$ cat config.mk
export PLATFORM = sky130hd
export DESIGN_NAME = u_sequencer_flat
export DESIGN_NICKNAME = d
export VERILOG_FILES = /design/src/rtl/u_sequencer_if.sv /design/src/rtl/u_sequencer.sv /design/src/flat_wrapper.sv
export SDC_FILE = /design/constraint.sdc
export NUM_CORES = 1
export LEC_CHECK = 0
export BUFFER_PORTS_ARGS = -buffer_cell sky130_fd_sc_hd__clkbuf_2
export CAP_MARGIN = 0
export CORE_AREA = 4 4 77 79
export CTS_CLUSTER_DIAMETER = 200
export DETAILED_ROUTE_END_ITERATION = 8
export DIE_AREA = 0 0 81 83
export PLACE_DENSITY = 0.78
export SLEW_MARGIN = 30
export SYNTH_ARGS = -nofsm -noshare
export SYNTH_HDL_FRONTEND = slang
export SYNTH_SLANG_ARGS = --single-unit
$ cat constraint.sdc
create_clock -name clk -period 3.1 [get_ports clk]
set_input_delay 0.62 -clock clk [delete_from_list [all_inputs] [get_ports clk]]
set_output_delay 0.62 -clock clk [all_outputs]
set_load 0.01 [all_outputs]
$ cat src/rtl/u_sequencer_if.sv
// Sequencer bus: control word and status in, micro-address and state out.
// The master side is the datapath/ROM side; the sequencer is the slave.
interface u_sequencer_if #(
    parameter int UADDR_W = 15
);
    logic [111:0]         cw;
    logic [3:0]           alu_flags;
    logic [3:0]           status_flags;
    logic [7:0]           cpu_status;
    logic [7:0]           ir;
    logic                 int_req;
    logic                 dma_req;
    logic                 mem_wait;
    logic [UADDR_W-1:0]   uaddr;
    logic                 int_pending;
    logic                 halted;

    modport master (
        output cw, alu_flags, status_flags, cpu_status, ir,
        output int_req, dma_req, mem_wait,
        input  uaddr, int_pending, halted
    );

    modport slave (
        input  cw, alu_flags, status_flags, cpu_status, ir,
        input  int_req, dma_req, mem_wait,
        output uaddr, int_pending, halted
    );
endinterface

$ cat src/rtl/u_sequencer.sv
// Microcode sequencer: decodes the sequencing fields of the control word and
// registers the next micro-address, with fetch-boundary DMA/trap/halt arbitration.
module u_sequencer #(
    parameter int                 UADDR_W    = 15,
    parameter logic [UADDR_W-1:0] FETCH_ADDR = 15'h0000,
    parameter logic [UADDR_W-1:0] TRAP_ADDR  = 15'h7FC0,
    parameter logic [UADDR_W-1:0] DMA_ADDR   = 15'h7F80
) (
    input  logic          clk,
    input  logic          arst,
    u_sequencer_if.slave  bus
);
    typedef enum logic {
        ST_RUN  = 1'b0,
        ST_HALT = 1'b1
    } state_t;

    state_t             state_reg, state_next;
    logic [UADDR_W-1:0] uaddr_reg, uaddr_next;
    logic               int_pending_reg, int_pending_next;

    logic [1:0] typ;
    logic [6:0] offset;
    logic       cond_invert;
    logic       cond_flag_src;
    logic [3:0] cond_sel;
    logic       escape;
    logic       int_ack;
    logic       clear_all_ints;

    assign typ            = bus.cw[1:0];
    assign offset         = bus.cw[8:2];
    assign cond_invert    = bus.cw[9];
    assign cond_flag_src  = bus.cw[10];
    assign cond_sel       = bus.cw[14:11];
    assign escape         = bus.cw[15];
    assign int_ack        = bus.cw[92];
    assign clear_all_ints = bus.cw[93];

    logic dma_ack, irq_en, mode, paging_en, halt_bit, dir;
    assign dma_ack   = bus.cpu_status[0];
    assign irq_en    = bus.cpu_status[1];
    assign mode      = bus.cpu_status[2];
    assign paging_en = bus.cpu_status[3];
    assign halt_bit  = bus.cpu_status[4];
    assign dir       = bus.cpu_status[7];

    // Control-word bits owned by other units, plus status bits not used here.
    logic unused_bits;
    assign unused_bits = ^{bus.cw[111:94], bus.cw[91:16], dma_ack, bus.cpu_status[6:5]};

    logic [3:0] flags;
    logic       zf, cf, sf, of_f;
    assign flags = cond_flag_src ? bus.status_flags : bus.alu_flags;
    assign zf    = flags[0];
    assign cf    = flags[1];
    assign sf    = flags[2];
    assign of_f  = flags[3];

    logic sel_val;
    always_comb begin
        sel_val = 1'b0;
        case (cond_sel)
            4'd0:    sel_val = zf;
            4'd1:    sel_val = cf;
            4'd2:    sel_val = sf;
            4'd3:    sel_val = of_f;
            4'd4:    sel_val = sf ^ of_f;
            4'd5:    sel_val = zf | (sf ^ of_f);
            4'd6:    sel_val = cf | zf;
            4'd7:    sel_val = bus.dma_req;
            4'd8:    sel_val = mode;
            4'd9:    sel_val = int_pending_reg;
            4'd10:   sel_val = dir;
            4'd11:   sel_val = paging_en;
            default: sel_val = 1'b0;
        endcase
    end

    logic cond;
    assign cond = sel_val ^ cond_invert;

    // Offsets are 7-bit two's complement; sums wrap modulo 2^UADDR_W.
    logic [UADDR_W-1:0] offset_sext, rel_addr, inc_addr, disp_addr;
    assign offset_sext = {{(UADDR_W-7){offset[6]}}, offset};
    assign rel_addr    = uaddr_reg + offset_sext;
    assign inc_addr    = uaddr_reg + UADDR_W'(1);
    assign disp_addr   = UADDR_W'({escape, bus.ir, 6'b0});

    logic irq_eligible;
    logic stalled;
    assign irq_eligible = int_pending_reg & irq_en;
    assign stalled      = (state_reg == ST_RUN) && bus.mem_wait;

    always_comb begin
        state_next       = state_reg;
        uaddr_next       = uaddr_reg;
        int_pending_next = int_pending_reg;

        // A new request outranks an acknowledge in the same cycle; HALT ignores cw.
        if (bus.int_req)
            int_pending_next = 1'b1;
        else if (state_reg == ST_RUN && !stalled && (int_ack || clear_all_ints))
            int_pending_next = 1'b0;

        case (state_reg)
            ST_RUN: begin
                if (!bus.mem_wait) begin
                    case (typ)
                        2'b00: uaddr_next = rel_addr;
                        2'b01: uaddr_next = cond ? rel_addr : inc_addr;
                        2'b10: begin
                            if (bus.dma_req)
                                uaddr_next = DMA_ADDR;
                            else if (irq_eligible)
                                uaddr_next = TRAP_ADDR;
                            else if (halt_bit)
                                state_next = ST_HALT;
                            else
                                uaddr_next = FETCH_ADDR;
                        end
                        default: uaddr_next = disp_addr;
                    endcase
                end
            end
            ST_HALT: begin
                if (bus.dma_req) begin
                    state_next = ST_RUN;
                    uaddr_next = DMA_ADDR;
                end else if (irq_eligible) begin
                    state_next = ST_RUN;
                    uaddr_next = TRAP_ADDR;
                end
            end
            default: state_next = ST_RUN;
        endcase
    end

    always_ff @(posedge clk or posedge arst) begin
        if (arst) begin
            state_reg       <= ST_RUN;
            uaddr_reg       <= FETCH_ADDR;
            int_pending_reg <= 1'b0;
        end else begin
            state_reg       <= state_next;
            uaddr_reg       <= uaddr_next;
            int_pending_reg <= int_pending_next;
        end
    end

    assign bus.uaddr       = uaddr_reg;
    assign bus.int_pending = int_pending_reg;
    assign bus.halted      = (state_reg == ST_HALT);
endmodule

$ cat src/flat_wrapper.sv
// flat-port wrapper written by rule: the top's interface ports become plain ports
module u_sequencer_flat 
#(
    parameter int                 UADDR_W    = 15,
    parameter logic [UADDR_W-1:0] FETCH_ADDR = 15'h0000,
    parameter logic [UADDR_W-1:0] TRAP_ADDR  = 15'h7FC0,
    parameter logic [UADDR_W-1:0] DMA_ADDR   = 15'h7F80
)
  (clk, arst, bus_cw, bus_alu_flags, bus_status_flags, bus_cpu_status, bus_ir, bus_int_req, bus_dma_req, bus_mem_wait, bus_uaddr, bus_int_pending, bus_halted);
  u_sequencer_if #(.UADDR_W(UADDR_W)) bus_i ();
  input  logic clk;
  input  logic arst;
  input wire logic [$bits(bus_i.cw)-1:0] bus_cw;
  input wire logic [$bits(bus_i.alu_flags)-1:0] bus_alu_flags;
  input wire logic [$bits(bus_i.status_flags)-1:0] bus_status_flags;
  input wire logic [$bits(bus_i.cpu_status)-1:0] bus_cpu_status;
  input wire logic [$bits(bus_i.ir)-1:0] bus_ir;
  input wire logic [$bits(bus_i.int_req)-1:0] bus_int_req;
  input wire logic [$bits(bus_i.dma_req)-1:0] bus_dma_req;
  input wire logic [$bits(bus_i.mem_wait)-1:0] bus_mem_wait;
  output wire logic [$bits(bus_i.uaddr)-1:0] bus_uaddr;
  output wire logic [$bits(bus_i.int_pending)-1:0] bus_int_pending;
  output wire logic [$bits(bus_i.halted)-1:0] bus_halted;
  assign bus_i.cw = bus_cw;
  assign bus_i.alu_flags = bus_alu_flags;
  assign bus_i.status_flags = bus_status_flags;
  assign bus_i.cpu_status = bus_cpu_status;
  assign bus_i.ir = bus_ir;
  assign bus_i.int_req = bus_int_req;
  assign bus_i.dma_req = bus_dma_req;
  assign bus_i.mem_wait = bus_mem_wait;
  assign bus_uaddr = bus_i.uaddr;
  assign bus_int_pending = bus_i.int_pending;
  assign bus_halted = bus_i.halted;
  u_sequencer #(.UADDR_W(UADDR_W), .FETCH_ADDR(FETCH_ADDR), .TRAP_ADDR(TRAP_ADDR), .DMA_ADDR(DMA_ADDR)) u_core (.clk(clk), .arst(arst), .bus(bus_i));
endmodule
---- After elaboration in Yosys (flattened, before gate mapping) ----
Index checks and enable logic that the tools add are counted.
cells by class
  $add $sub $neg .......................... 2
  multipliers ............................. 0
  divide/modulo/power cells ............... 0
  magnitude comparators ................... 0
  eq/ne operators ......................... 16
  shift operators ......................... 0
  mux-type cells .......................... 21
  bitwise gates (word level) .............. 6
  reduce and logical (&&, ||, !) cells .... 9
operators with widths
  cell                                                 count
  two-way mux 15 bit                                   7
  one-hot mux 15 bit (3 select lines)                  1
  one-hot mux 15 bit (2 select lines)                  1
  equality test 4 x 3 -> 1 bit, second input constant  4
  equality test 4 bit, second input constant           4
  adder 15 x 1 -> 15 bit, second input constant        1
  adder 15 bit                                         1
  one-hot mux 1 bit (12 select lines)                  1
  two-way mux 1 bit                                    9
  equality test 4 x 2 -> 1 bit, second input constant  2
  != test 5 x 4 -> 1 bit, second input constant        1
  equality test 4 x 1 -> 1 bit, second input constant  1
  logical NOT 4 bit                                    1
  two-way mux 4 bit                                    1
  logical AND 1 bit                                    3
  != test 3 bit, second input constant                 1
  AND reduction 3 bit                                  1
  equality test 2 x 1 -> 1 bit, second input constant  1
  equality test 2 bit, second input constant           1
  logical NOT 2 bit                                    1
  != test 2 bit, second input constant                 1
  OR 1 bit                                             2
  one-hot mux 1 bit (2 select lines)                   1
  nonzero test 2 bit                                   1
  5 further kinds                                      6
storage, ports and cells
  bits in registers ....................... 17
  bits in latches ......................... 0
  RAM bits ................................ 0
  ROM bits ................................ 0
  output and inout port bits .............. 17
  word-level logic and storage cells ...... 57
  memories ................................ 0

---- Longest topological paths before layout ----
  depth after elaboration ................. 9
  depth in mapped cells ................... 10

---- Worst setup path after synthesis ----
OpenSTA, ideal clock, no wires.
  kind .................................... input-to-reg
  from .................................... in bus_cw[2]
  to ...................................... reg u_core.uaddr_reg[14], in the netlist u_core.bus.uaddr[14]
  setup time .............................. 131 ps
  data arrival time ....................... 2750 ps
  data required time ...................... 2969 ps
  slack ................................... 219 ps
  stages .................................. 10
  path buffers ............................ 0
  cells stage by stage .................... ha_1 fa_1 a211oi_1 o21ai_0 a311oi_1 o21ai_0 a21oi_1 xor2_1 a21oi_1 a2bb2oi_1
on the way
  longest elaborated chain between the ends .. 5
RTL lines
  item                                   line                source
  from (decl)                            flat_wrapper.sv:13  input wire logic [$bits(bus_i.cw)-1:0] bus_cw;
  adder 15 bit *                         u_sequencer.sv:86   assign rel_addr = uaddr_reg + offset_sext;
  two-way mux 15 bit                     u_sequencer.sv:111  2'b01: uaddr_next = cond ? rel_addr : inc_addr;
  one-hot mux 15 bit (3 select lines) *  u_sequencer.sv:109  case (typ)
  two-way mux 15 bit *                   u_sequencer.sv:108  if (!bus.mem_wait) begin
  one-hot mux 15 bit (2 select lines) *  u_sequencer.sv:106  case (state_reg)
  to (signal assigned)                   u_sequencer.sv:146  uaddr_reg <= uaddr_next;
  to (decl)                              u_sequencer.sv:19   logic [UADDR_W-1:0] uaddr_reg, uaddr_next;
Mark *: on every way between the ends. The rest lies on a longest branch, timed or not. The select of a mux whose other input is x is not followed.
A chain may end at the register's enable or synchronous reset.

---- Worst setup path in the final report ----
Ends and elaborated chain as after synthesis.

==> key figures <==
STA
  – Setup Skew: roughly 0.0020 ns
  – RSZ-0062 raised after global routing: false
  – Final period utilization: ~90%
  – Slew @ Worst Pin: about 0.65 ns
  – Final Critical Period: between 2 and 3 ns
  – Final count of pins violating max slew: 0
  – Max Clk Rate: between 300 and 400 MHz
  – Post-Route Setup TNS: 0 ns
  – Normalized max-slew margin: a little under three fifths
  – Final Hold Violating Endpoints: 0
  – Final hold slack: between 0.4 and 0.5 ns
  – Final setup violation count: 0

Routing
  – Vias per inst: 5.56
  – # DRC: 0
  – Pre-antenna DRT Iters: 5
  – Routed len/inst: ~14 µm
  – Total wire length: 5520 µm
  – DRT antenna net count: 0
  – 1st-iter DRT viols: 235
  – Via count: between 2000 and 2500

CTS
  – Clock Sinks: 17
  – Worst skew pair latency: approximately 0.25 ns
  – CTS Buffer Depth: 2
  – Root buffer cell: clkbuf_8
  – Post-CTS Setup Inserts: 0
  – CTS Buf Count: 3
  – Clock transition at path regs: roughly 0.07 ns
  – Cts repair resizes: 0
  – Maximum level of the CTS H-tree: 1
  – CTS tree: built
  – Post-CTS Hold Buffers: 0

Floorplan
  – Die height: 83 µm
  – Initial cell density of the core: a little under two fifths
  – FP Rows: 27
  – Die W: between 80 and 90 µm
  – Die area: roughly 6700 µm²
  – I/O pin total: approximately 160
  – Core area: 5340 µm²

Setup path
  – Critical Path Start: bus_cw[2]
  – Worst path max stage delay: 0.40 ns
  – CP delay by family, top: compound AO/OA/AOI/OAI gates
  – CP cell instances: clkbuf_2 -> ha_1 -> fa_1 -> a211oi_1 -> o21ai_0 -> a311oi_2 -> o21ai_0 -> a21oi_1 -> xor2_1 -> a21oi_1 -> a2bb2oi_1
  – Worst endpoint required time: 3.23 ns
  – Slowest CP cell: fa_1
  – CP max FO: 2
  – CP Capture Type: register
  – Crit path arrival time: ~3.0 ns
  – Worst Setup Path Type: primary input to register
  – Crit start category: primary input
  – R2r startpoint: u_core.bus.uaddr[0]$_DFFE_PP0P_
  – Buf+Inv Stages, Crit Path: 1

Synth
  – Async set or reset register ratio after synthesis: 100%
  – Most frequent cell after synthesis: nand2_1
  – Synth area leaders: dfrtp_1, ha_1, xnor2_1
  – Top-area cell type share of the netlist area: between 20% and 30%
  – Post-synth top area cell: dfrtp_1
  – Cell count after synthesis: approximately 250
  – Count of different cell masters after synthesis: 54
  – Synth top cells by count: nand2_1, nor2_1, a21oi_1, dfrtp_1
  – #FFs+latches synth: 17
  – Post-synth EDFFs: 0
  – Seq/Total Area, Yosys: a little over a fifth
  – Yosys warns: 0
  – Mapped Area: between 2000 and 2500 µm²
  – Syn_nets: 406
  – Top_reg_cell synth: dfrtp_1
  – Post-Syn Area per Cell: between 8 and 9 µm²

GRT
  – Met2 Use GR: between 20 and 30%
  – Initial antenna violation count: 0
  – Gr busiest metal: met2
  – Vias in the first global route: 2012
  – GRT met1 Usage: ~22%
  – Gr usage total: between 15 and 20%
  – Pin count of the biggest net entering global routing: 18
  – First-pass GRT wire length: roughly 9000 µm
  – Routing usage on met3: under 10%
  – Grt ovf: 0

Power and ir drop
  – PwrDens: 541 nW/µm²
  – Worst vdd ir: roughly 0.00018 V
  – Leak pwr: approximately 1.2 nW

Status
  – Status: finished clean

Finish
  – N_diodes: 0
  – Finished Layout Cells: between 300 and 400
  – Filler cell count: between 500 and 600
  – Area delta synth->final: 23.9%
  – Max FFs per register: 15
  – Share of layout cells above drive strength 1: between 20% and 30%
  – Final nets: ~480

Place
  – Placer Congestion: ~0.88
  – IO buf count: 60
  – HPWL after DPL: 4510 µm
  – Placed Cells: ~390

Worst hold path
  – Worst Hold Class: primary input to asynchronous set/reset pin

Job
  – Max-cap violations: 0
## stage by stage
stage / power [W] / setup slack [ns] / utilization (%) / instance area, µm²
after global routing: 0.00148 / 0.0777 / 47.0 / 2510
after floorplan: 0.000924 / 0.219 / - / 2020
after detailed placement: 0.00118 / -0.109 / 46.0 / 2450
after global placement: 0.00116 / -0.0630 / 46.0 / 2450
after CTS: 0.00135 / 0.155 / 46.8 / 2500
final: 0.00136 / 0.237 / 47.0 / 2510
## layout by cell type, fill, tap and decap left out, types with 3 or more instances in the layout
| cell type | Yosys | final |
|---|---|---|
| a21o_1 | 6 | 6 |
| xor2_1 | 5 | 5 |
| nor2b_1 | 3 | 3 |
| nand3_1 | 13 | 13 |
| nor2_1 | 25 | 25 |
| inv_1 | 7 | 7 |
| a21oi_1 | 22 | 22 |
| o21ai_0 | 14 | 14 |
| and3_1 | 6 | 6 |
| a221oi_1 | 6 | 6 |
| clkbuf_8 | 0 | 3 |
| xnor2_1 | 15 | 15 |
| clkbuf_2 | 0 | 60 |
| nor3_1 | 5 | 5 |
| buf_4 | 1 | 8 |
| nand2_1 | 29 | 29 |
| dfrtp_1 | 17 | 17 |
| a31oi_1 | 5 | 5 |
| a22oi_1 | 4 | 4 |
| ha_1 | 15 | 15 |
| nand2b_1 | 4 | 4 |
| a211oi_1 | 4 | 4 |
## where the power goes
part           switching [W]  total, W  leakage, nW  internal [W]
clock              0.0000781  0.000169       0.0228     0.0000914
sequential          0.000105  0.000383        0.207      0.000278
combinational       0.000426  0.000805        0.946      0.000379
## logic make-up after synthesis
kind of cell | count (synthesis) | synth area share (%)
AOI/OAI and AO/OA | 84 | 29.0
xor gates and xnor gates | 21 | 10.0
adders and majority gates | 16 | 10.3
buffers and inverters | 11 | 2.23
DFF | 17 | 21.0
muxes | 7 | 6.25
and+or+nand+nor | 93 | 21.2
## final timing paths
kind,end,slack [ns],depth (start not counted)
worst max-delay path,u_core.bus.uaddr[14]$_DFFE_PP0P_,0.24,11
worst min-delay path,u_core.bus.uaddr[13]$_DFFE_PP0P_,0.42,2
worst max register to register,u_core.bus.uaddr[14]$_DFFE_PP0P_,0.26,10
worst min register to register,u_core.bus.int_pending$_DFFE_PP0P_,0.56,1
max in group asynchronous,u_core.bus.uaddr[4]$_DFFE_PP0P_,2.25,2
min in group clk,u_core.bus.int_pending$_DFFE_PP0P_,0.56,2
## cell type report
cell class / count / area (µm²) / share of cell area, %
Inverter: 7 / 26.3 / 1.05
Tap cell: 72 / 90.1 / 3.59
Clock buffer: 4 / 45.0 / 1.80
Timing Repair Buffer: 68 / 360 / 14.4
Sequential cell: 17 / 425 / 17.0
Multi-Input combinational cell: 221 / 1560 / 62.2
## routing by layer
metal  vias up  routed length (µm)
met3         5                 388
met2        79                2580
met5         -                   0
met4         0                  62
met1       999                2490
li1       1078                   -
(Power assumes the default switching activity.)
